### src/rtl/rv_ctrl_pkg.sv
// Shared definitions for the multicycle RV32I controller: FSM states,
// opcodes, ALU control codes, aluop/imm_src/select encodings and the
// per-state control word.
// Optional bne support is selected with the RV_MC_BNE_EN macro in the top.
package rv_ctrl_pkg;

    typedef enum logic [3:0] {
        S_RST    = 4'd0,
        FETCH    = 4'd1,
        DECODE   = 4'd2,
        MEMADR   = 4'd3,
        MEMREAD  = 4'd4,
        MEMWB    = 4'd5,
        MEMWRITE = 4'd6,
        EXECR    = 4'd7,
        EXECI    = 4'd8,
        ALUWB    = 4'd9,
        BEQ      = 4'd10,
        JAL      = 4'd11
    } state_t;

    localparam logic [6:0] OP_LOAD   = 7'b0000011;
    localparam logic [6:0] OP_STORE  = 7'b0100011;
    localparam logic [6:0] OP_RTYPE  = 7'b0110011;
    localparam logic [6:0] OP_ITYPE  = 7'b0010011;
    localparam logic [6:0] OP_BRANCH = 7'b1100011;
    localparam logic [6:0] OP_JAL    = 7'b1101111;

    localparam logic [2:0] ALU_ADD = 3'b000;
    localparam logic [2:0] ALU_SUB = 3'b001;
    localparam logic [2:0] ALU_AND = 3'b010;
    localparam logic [2:0] ALU_OR  = 3'b011;
    localparam logic [2:0] ALU_SLT = 3'b101;

    localparam logic [1:0] ALUOP_ADD   = 2'b00;
    localparam logic [1:0] ALUOP_SUB   = 2'b01;
    localparam logic [1:0] ALUOP_FUNCT = 2'b10;

    localparam logic [1:0] IMM_I = 2'b00;
    localparam logic [1:0] IMM_S = 2'b01;
    localparam logic [1:0] IMM_B = 2'b10;
    localparam logic [1:0] IMM_J = 2'b11;

    localparam logic [1:0] RES_ALUOUT    = 2'b00;
    localparam logic [1:0] RES_DATA      = 2'b01;
    localparam logic [1:0] RES_ALURESULT = 2'b10;

    localparam logic [1:0] SRCA_PC    = 2'b00;
    localparam logic [1:0] SRCA_OLDPC = 2'b01;
    localparam logic [1:0] SRCA_RD1   = 2'b10;

    localparam logic [1:0] SRCB_RD2  = 2'b00;
    localparam logic [1:0] SRCB_IMM  = 2'b01;
    localparam logic [1:0] SRCB_FOUR = 2'b10;

    // State-only part of the control outputs (Moore word).
    typedef struct packed {
        logic       pc_update;
        logic       branch;
        logic       adr_src;
        logic       mem_write;
        logic       ir_write;
        logic [1:0] result_src;
        logic [1:0] alu_src_a;
        logic [1:0] alu_src_b;
        logic       reg_write;
        logic [1:0] aluop;
    } ctl_t;

    // Control word for a given state; anything not set stays zero.
    function automatic ctl_t state_ctl(input state_t s);
        ctl_t c;
        c = '0;
        case (s)
            FETCH: begin
                c.adr_src    = 1'b0;
                c.ir_write   = 1'b1;
                c.alu_src_a  = SRCA_PC;
                c.alu_src_b  = SRCB_FOUR;
                c.aluop      = ALUOP_ADD;
                c.result_src = RES_ALURESULT;
                c.pc_update  = 1'b1;
            end
            DECODE: begin
                c.alu_src_a = SRCA_OLDPC;
                c.alu_src_b = SRCB_IMM;
                c.aluop     = ALUOP_ADD;
            end
            MEMADR: begin
                c.alu_src_a = SRCA_RD1;
                c.alu_src_b = SRCB_IMM;
                c.aluop     = ALUOP_ADD;
            end
            MEMREAD: begin
                c.adr_src = 1'b1;
            end
            MEMWB: begin
                c.result_src = RES_DATA;
                c.reg_write  = 1'b1;
            end
            MEMWRITE: begin
                c.adr_src   = 1'b1;
                c.mem_write = 1'b1;
            end
            EXECR: begin
                c.alu_src_a = SRCA_RD1;
                c.alu_src_b = SRCB_RD2;
                c.aluop     = ALUOP_FUNCT;
            end
            EXECI: begin
                c.alu_src_a = SRCA_RD1;
                c.alu_src_b = SRCB_IMM;
                c.aluop     = ALUOP_FUNCT;
            end
            ALUWB: begin
                c.result_src = RES_ALUOUT;
                c.reg_write  = 1'b1;
            end
            BEQ: begin
                c.alu_src_a  = SRCA_RD1;
                c.alu_src_b  = SRCB_RD2;
                c.aluop      = ALUOP_SUB;
                c.result_src = RES_ALUOUT;
                c.branch     = 1'b1;
            end
            JAL: begin
                c.alu_src_a  = SRCA_OLDPC;
                c.alu_src_b  = SRCB_FOUR;
                c.aluop      = ALUOP_ADD;
                c.result_src = RES_ALUOUT;
                c.pc_update  = 1'b1;
            end
            default: c = '0;
        endcase
        return c;
    endfunction

endpackage

### src/rtl/rv_alu_decoder.sv
// Combinational ALU decoder: aluop/funct3/funct7b5/op[5] -> 3-bit ALU control.
// Kept standalone so a pipelined core can reuse it unchanged.
module rv_alu_decoder
    import rv_ctrl_pkg::*;
(
    input  logic [1:0] aluop,
    input  logic [2:0] funct3,
    input  logic       funct7b5,
    input  logic       op5,
    output logic [2:0] alu_control
);

    // Only R-type (op5=1) with instr[30]=1 subtracts; addi never does.
    always_comb begin
        alu_control = ALU_ADD;
        case (aluop)
            ALUOP_ADD: alu_control = ALU_ADD;
            ALUOP_SUB: alu_control = ALU_SUB;
            ALUOP_FUNCT: begin
                case (funct3)
                    3'b000:  alu_control = (op5 & funct7b5) ? ALU_SUB : ALU_ADD;
                    3'b010:  alu_control = ALU_SLT;
                    3'b110:  alu_control = ALU_OR;
                    3'b111:  alu_control = ALU_AND;
                    default: alu_control = ALU_ADD;
                endcase
            end
            default: alu_control = ALU_ADD;
        endcase
    end

endmodule

### src/rtl/rv_mc_control.sv
// Multicycle RV32I main controller. Steps each instruction through
// fetch/decode/execute and drives datapath selects, write strobes and the
// ALU control code. State-only outputs are registered alongside the state.
// Macro RV_MC_BNE_EN: when defined, funct3=001 in BEQ branches on ~zero (bne).
module rv_mc_control
    import rv_ctrl_pkg::*;
#(
    parameter bit RESET_TO_FETCH = 1'b1
) (
    input  logic       clk,
    input  logic       rst_n,
    input  logic       start,
    input  logic [6:0] op,
    input  logic [2:0] funct3,
    input  logic       funct7b5,
    input  logic       zero,
    output logic       pc_write,
    output logic       adr_src,
    output logic       mem_write,
    output logic       ir_write,
    output logic [1:0] result_src,
    output logic [1:0] alu_src_a,
    output logic [1:0] alu_src_b,
    output logic [1:0] imm_src,
    output logic       reg_write,
    output logic [2:0] alu_control,
    output logic       illegal_op,
    output logic [3:0] dbg_state
);

    state_t state;
    state_t nxt;
    ctl_t   ctl;
    logic   known_op;
    logic   take;

    // Next-state selection; DECODE dispatches on the opcode.
    always_comb begin
        nxt = state;
        case (state)
            S_RST:    if (RESET_TO_FETCH || start) nxt = FETCH;
            FETCH:    nxt = DECODE;
            DECODE: begin
                case (op)
                    OP_LOAD, OP_STORE: nxt = MEMADR;
                    OP_RTYPE:          nxt = EXECR;
                    OP_ITYPE:          nxt = EXECI;
                    OP_BRANCH:         nxt = BEQ;
                    OP_JAL:            nxt = JAL;
                    default:           nxt = FETCH;
                endcase
            end
            MEMADR:   nxt = op[5] ? MEMWRITE : MEMREAD;
            MEMREAD:  nxt = MEMWB;
            MEMWB:    nxt = FETCH;
            MEMWRITE: nxt = FETCH;
            EXECR:    nxt = ALUWB;
            EXECI:    nxt = ALUWB;
            ALUWB:    nxt = FETCH;
            BEQ:      nxt = FETCH;
            JAL:      nxt = ALUWB;
            default:  nxt = S_RST;
        endcase
    end

    // State register plus registered Moore control word; reset clears both
    // asynchronously so no write strobe outlives the asserting edge.
    always_ff @(posedge clk or negedge rst_n) begin
        if (!rst_n) begin
            state <= S_RST;
            ctl   <= '0;
        end else begin
            state <= nxt;
            ctl   <= state_ctl(nxt);
        end
    end

    // Opcodes the controller knows how to sequence.
    always_comb begin
        known_op = 1'b0;
        case (op)
            OP_LOAD, OP_STORE, OP_RTYPE, OP_ITYPE, OP_BRANCH, OP_JAL: known_op = 1'b1;
            default: known_op = 1'b0;
        endcase
    end

    // Branch condition from funct3 and the live ALU zero flag.
    always_comb begin
        take = 1'b0;
        if (funct3 == 3'b000) begin
            take = zero;
        end
`ifdef RV_MC_BNE_EN
        else if (funct3 == 3'b001) begin
            take = ~zero;
        end
`endif
    end

    // Immediate format follows the opcode in every state except reset.
    always_comb begin
        imm_src = IMM_I;
        if (state != S_RST) begin
            case (op)
                OP_STORE:  imm_src = IMM_S;
                OP_BRANCH: imm_src = IMM_B;
                OP_JAL:    imm_src = IMM_J;
                default:   imm_src = IMM_I;
            endcase
        end
    end

    rv_alu_decoder u_alu_dec (
        .aluop       (ctl.aluop),
        .funct3      (funct3),
        .funct7b5    (funct7b5),
        .op5         (op[5]),
        .alu_control (alu_control)
    );

    assign pc_write   = ctl.pc_update | (ctl.branch & take);
    assign adr_src    = ctl.adr_src;
    assign mem_write  = ctl.mem_write;
    assign ir_write   = ctl.ir_write;
    assign result_src = ctl.result_src;
    assign alu_src_a  = ctl.alu_src_a;
    assign alu_src_b  = ctl.alu_src_b;
    assign reg_write  = ctl.reg_write;
    assign illegal_op = (state == DECODE) & ~known_op;
    assign dbg_state  = state;

endmodule

### config.mk
export PLATFORM = sky130hd
export DESIGN_NAME = rv_mc_control
export DESIGN_NICKNAME = d
export VERILOG_FILES = /design/src/rtl/rv_ctrl_pkg.sv /design/src/rtl/rv_alu_decoder.sv /design/src/rtl/rv_mc_control.sv
export SDC_FILE = /design/constraint.sdc
export NUM_CORES = 1
export LEC_CHECK = 0
export ABC_AREA = 1
export BUFFER_PORTS_ARGS = -buffer_cell sky130_fd_sc_hd__buf_2
export CAP_MARGIN = 20
export CORE_ASPECT_RATIO = 1.2
export CORE_MARGIN = 2
export CORE_UTILIZATION = 53
export DETAILED_ROUTE_END_ITERATION = 8
export PLACE_DENSITY = 0.85
export SLEW_MARGIN = 10
export SYNTH_ARGS = -nofsm -noshare
export SYNTH_HDL_FRONTEND = slang
export SYNTH_SLANG_ARGS = --single-unit
### constraint.sdc
create_clock -name clk -period 3.8 [get_ports clk]
set_input_delay 0.76 -clock clk [delete_from_list [all_inputs] [get_ports clk]]
set_output_delay 0.76 -clock clk [all_outputs]
set_load 0.03 [all_outputs]
Word-level counts from Yosys, hierarchy flattened
Cells that the tools add are included.

storage, ports and cells
  register bits = 18
  latch bits = 0
  memory bits (writable) = 0
  ROM bits = 0
  input bits = 15
  output and inout port bits = 21
  logic and storage cells = 81
  memories kept = 0

operators by class
  $add $sub $neg = 0
  $mul = 0
  div/mod/pow operators = 0
  order comparisons = 0
  equality and inequality tests = 33
  shifts and indexed selects = 0
  muxes and demuxes = 19
  bitwise gates (word level) = 5
  reductions and logical operators = 13

operators by type and width
  cell                                                  count
  case mux 4 bit (5 select lines)                       2
  equality test 4 x 3 -> 1 bit (second input constant)  8
  equality test 4 bit (second input constant)           8
  case mux 4 bit (6 select lines)                       1
  equality test 4 x 2 -> 1 bit (second input constant)  4
  equality test 7 x 6 -> 1 bit (second input constant)  2
  equality test 7 bit (second input constant)           2
  OR reduction 2 bit                                    7
  case mux 3 bit (4 select lines)                       1
  two-way mux 1 bit                                     9
  equality test 4 x 1 -> 1 bit (second input constant)  2
  case mux 2 bit (2 select lines)                       2
  equality test 7 x 2 -> 1 bit (second input constant)  1
  equality test 7 x 5 -> 1 bit (second input constant)  1
  equality test 3 bit (second input constant)           2
  case mux 2 bit (3 select lines)                       1
  case mux 3 bit (2 select lines)                       1
  OR reduction 6 bit                                    1
  OR reduction 5 bit                                    1
  logical NOT 4 bit                                     1
  two-way mux 2 bit                                     2
  nonzero test 4 bit                                    1
  bitwise AND 1 bit                                     3
  equality test 3 x 2 -> 1 bit (second input constant)  1
  other kinds (6)                                       6

Depth between registers and ports, before layout
  depth after elaboration = 7
  depth in mapped cells = 13
  depth with buffers taken out = 13

By module
From an unflattened synthesis, not the netlist that was laid out.

second synthesis, totals
  cells, all modules = 138
  area total of the unflattened synthesis = 1067.3 um2

modules (own cells, without submodules)
  module          instances  cells each  area an instance (um2)  seq. area each (um2)
  rv_mc_control   1          121         975.9                   450.4
  rv_alu_decoder  1          17          91.3                    0.0

Least setup slack after synthesis
No wires, ideal clock.

  path type = input-to-output
  start point = in op[0]
  end point = out imm_src[0]
  data arrival time = 1596 ps
  data required time = 3040 ps
  setup slack = 1444 ps
  cell stages on the path = 4
  path buffers = 0
  path through = nand2_2 nor2_2 nand4_1 a21oi_1

on the way
  word-level cells in the longest chain between the ends = 3
  elaborated cells on any way between the ends = 5
  those cells by class = eq/ne: 3; mux: 2

ends and longest elaborated chain
  element                                                                     line                  RTL
  start, declared                                                             rv_mc_control.sv:13   input logic [6:0] op,
  equality test 7 bit / equality test 7 x 6 -> 1 bit (equally long branches)  rv_mc_control.sv:104  case (op)
  case mux 2 bit (3 select lines) *                                           rv_mc_control.sv:104
  two-way mux 2 bit *                                                         rv_mc_control.sv:103  if (state != S_RST) begin
  end, declared                                                               rv_mc_control.sv:24   output logic [1:0] imm_src,

Every way passes the cells marked *; elsewhere a longest branch is shown, timed or not.

Worst setup path in the final report
  start point = in op[3]
  end point = out imm_src[0]

The elaborated chain is that of the path after synthesis.

==> run_results.csv <==
group,metric,value,unit
routing,firstDrtPassIters,4,
global_route,antenna_found_initial,0,
synth,synth.distinct_cells,25,
layout,diodes,0,
floorplanning,design.core.area,2027,um2
clocking,clock_sinks,17,
setup_path,cpMostUsedCell,"buf_2",
clocking,clkSlewWorstSetupHoldPaths,0.09,ns
sta,layout_min_cycle_time,2.382,ns
setup_path,cp_slowest_stage_delay,0.20,ns
setup_path,worstPathRequired,3.04,ns
clocking,cts_tree,"built",
synth,netlist_instances,142,
sta,setup_ws,1.418,ns
synth,synth_seq_cells,17,
sta,rsz0062_at_grt,"false",
global_route,track_usage,17.93,%
sta,relSlewSlack,76.24,%
clocking,ctsHoldBuffers,0,
clocking,post_cts_resized,0,
power,leakagePower,0.7507,nW
run,maxCapViolCount,0,
routing,via_per_inst,5.149,
setup_path,criticalPathCategory,"input pin to primary output",
synth,synth.top_cell.area_share,38.29,%
routing,drt_wl_total,1993,um
placed_design,place_ws,1.417,ns
power,vdd_drop_max,0.0003548,V
layout,fin_nets,192,
setup_path,rrSetupSlack,2.24,ns
setup_path,critPathArrivalTime,1.62,ns
clocking,htreeDepth,1,
layout,fillCellCount,183,
routing,drtIter0Drc,17,
setup_path,endpoint_kind,"primary output",
synth,yosys.area.top_type,"dfrtp_1",
setup_path,worst-r2r-cell-count,12,
clocking,cts.path.max_buffers,2,
worst_hold_path,hold_class,"input pin to async pin",
synth,synth.top_cells.by_count,"nand2_1, inv_1, nor2_1",
setup_path,r2r-start,"dbg_state[0]$_DFF_PN0_",
floorplanning,die_y,54.16,um
global_route,grt_pass1_wl,3229,um
synth,avgSynthCellArea,7.824,um2
layout,area_growth,15.88,%
sta,report.final.setup_viol,0,
sta,finalSetupTns,0,ns
global_route,overflow,0,
routing,wl_per_cell,10.27,um
sta,fin_crit_sh,62.68,%
clocking,postCtsSetupBuffers,0,
sta,hold_viol_final,0,
floorplanning,initial_utilization,54.81,%
placed_design,io_buffers,34,
sta,final_max_slew_viol_count,0,
status,outcome,"complete, no violations",
setup_path,cp_max_fo,5,
synth,syn_nets,159,
floorplanning,die_x,45.80,um
synth,synth_ff_type,"dfrtp_1",
synth,synth.most_common_cell,"nand2_1",
power,cellPowerDensity,835.1,nW/um2
placed_design,place_hpwl,1684,um
sta,fin_skew,0.004405,ns
routing,vias,999,
routing,antenna_left,0,
synth,yosysWarnings,0,
setup_path,cp_slowest_cell,"buf_2",
synth,synth_area_leaders,"dfrtp_1, nand2_1, inv_1, nor2_1, nand2_2",
setup_path,reg2reg_to,"alu_src_a[1]$_DFF_PN0_",
clocking,cts_buffers,3,
clocking,cts_root_buf,"clkbuf_4",
synth,synth_edf_count,0,
placed_design,place.gp.congestion,0.8675,
floorplanning,dieArea,2480,um2
setup_path,worst-path-buf-inv,3,
setup_path,critPathLaunchType,"input pin",
setup_path,cpLargestDelayFamily,"buffers and inverters",
setup_path,crit_path_cell_trace,"buf_2 -> inv_1 -> nand2_1 -> nor2_2 -> nand4_1 -> a21oi_1 -> buf_2",
floorplanning,row_count,18,
global_route,grt_pass1_vias,854,
clocking,clkLatencyLatePin,0.28,ns
sta,worstMarginPinSlew,0.3564,ns
synth,synth_area,1111,um2
synth,async_flop_share,100.0,%
sta,fmaxAchievable,419.9,MHz
synth,seq_area_frac_synth,38.29,%
routing,drc_errors,0,
global_route,grt_max_degree,18,
layout,drive_above_1_share,39.66,%
floorplanning,pin_count,36,
worst register-to-register path: cells and delay by family (launching register included):
kind	cells	cell delay [ns]
and+or+nand+nor	8	0.74
DFF	1	0.47
buffers and inverters	4	0.26
per-stage QoR:
step	area, um2	util [%]	hold slack [ns]	power (mW)	instances
floorplan	1111	-	0.4644	0.8655	142
global placement	1261	62.22	0.5986	0.9638	190
detailed placement	1261	62.22	0.6026	0.9879	190
CTS	1287	63.52	0.3871	1.080	194
global route	1287	63.52	0.3945	1.164	194
finish	1287	63.52	0.3737	1.075	194
layer usage:
| layer | vias up | routed length, um | track usage (%) |
|---|---|---|---|
| li1 | 500 | - | - |
| met1 | 447 | 756 | 19.09 |
| met2 | 43 | 1049 | 33.33 |
| met3 | 9 | 126 | 2.013 |
| met4 | 0 | 61 | 10.00 |
| met5 | - | 0 | 0 |
kinds of logic (layout without fill, tap and decap cells):
logic type | Yosys count | count (layout) | share of synthesized area, %
AOI/OAI and AO/OA | 13 | 13 | 7.997
buffers and inverters | 34 | 66 | 13.51
and+or+nand+nor | 76 | 76 | 37.95
adders and majority gates | 2 | 2 | 2.252
DFF | 17 | 17 | 38.29
cell usage in the layout (no fill, tap or decap), drive strengths merged:
| cell | netlist | routed |
|---|---|---|
| a21oi | 3 | 3 |
| buf | 6 | 34 |
| clkbuf | 0 | 4 |
| dfrtp | 17 | 17 |
| ha | 2 | 2 |
| inv | 28 | 28 |
| nand2 | 38 | 38 |
| nand3 | 9 | 9 |
| nand4 | 2 | 2 |
| nor2 | 26 | 26 |
| nor3 | 1 | 1 |
| o211ai | 1 | 1 |
| o21ai | 7 | 7 |
| o21bai | 1 | 1 |
| o221ai | 1 | 1 |
power by group:
part	total [mW]	internal (mW)	leakage, nW	switching (mW)
clock	0.0906	0.0407	0.0150	0.0499
combinational	0.689	0.207	0.514	0.482
sequential	0.295	0.253	0.222	0.0420
how the worst max path moves through the flow:
stage	startpoint	end	slack, ns	depth (start not counted)
6_report	op[3]	imm_src[0]	1.42	7
5_1_grt	op[3]	imm_src[0]	1.30	7
3_5_place_dp	op[3]	imm_src[0]	1.42	7
3_3_place_gp	op[3]	imm_src[0]	1.46	7
4_1_cts	op[3]	imm_src[0]	1.41	7
2_1_floorplan	op[0]	imm_src[0]	1.44	4
registers in the layout, summed over array words and instances (netlist names):
signal	cells
mem_write	1
alu_src_b	2
reg_write	1
dbg_state	4
ctl	4
ir_write	1
result_src	1
alu_src_a	2
adr_src	1
final cells by class:
class	count	area (um2)	share of cell area, %
clock buffers	4	26.28	2.041
well taps	20	25.02	1.944
inverters	28	105.1	8.163
multi-input cells	91	535.5	41.59
repair buffers	34	170.2	13.22
flip-flops and latches	17	425.4	33.04
Note: power is estimated with default switching activity, not from simulation.
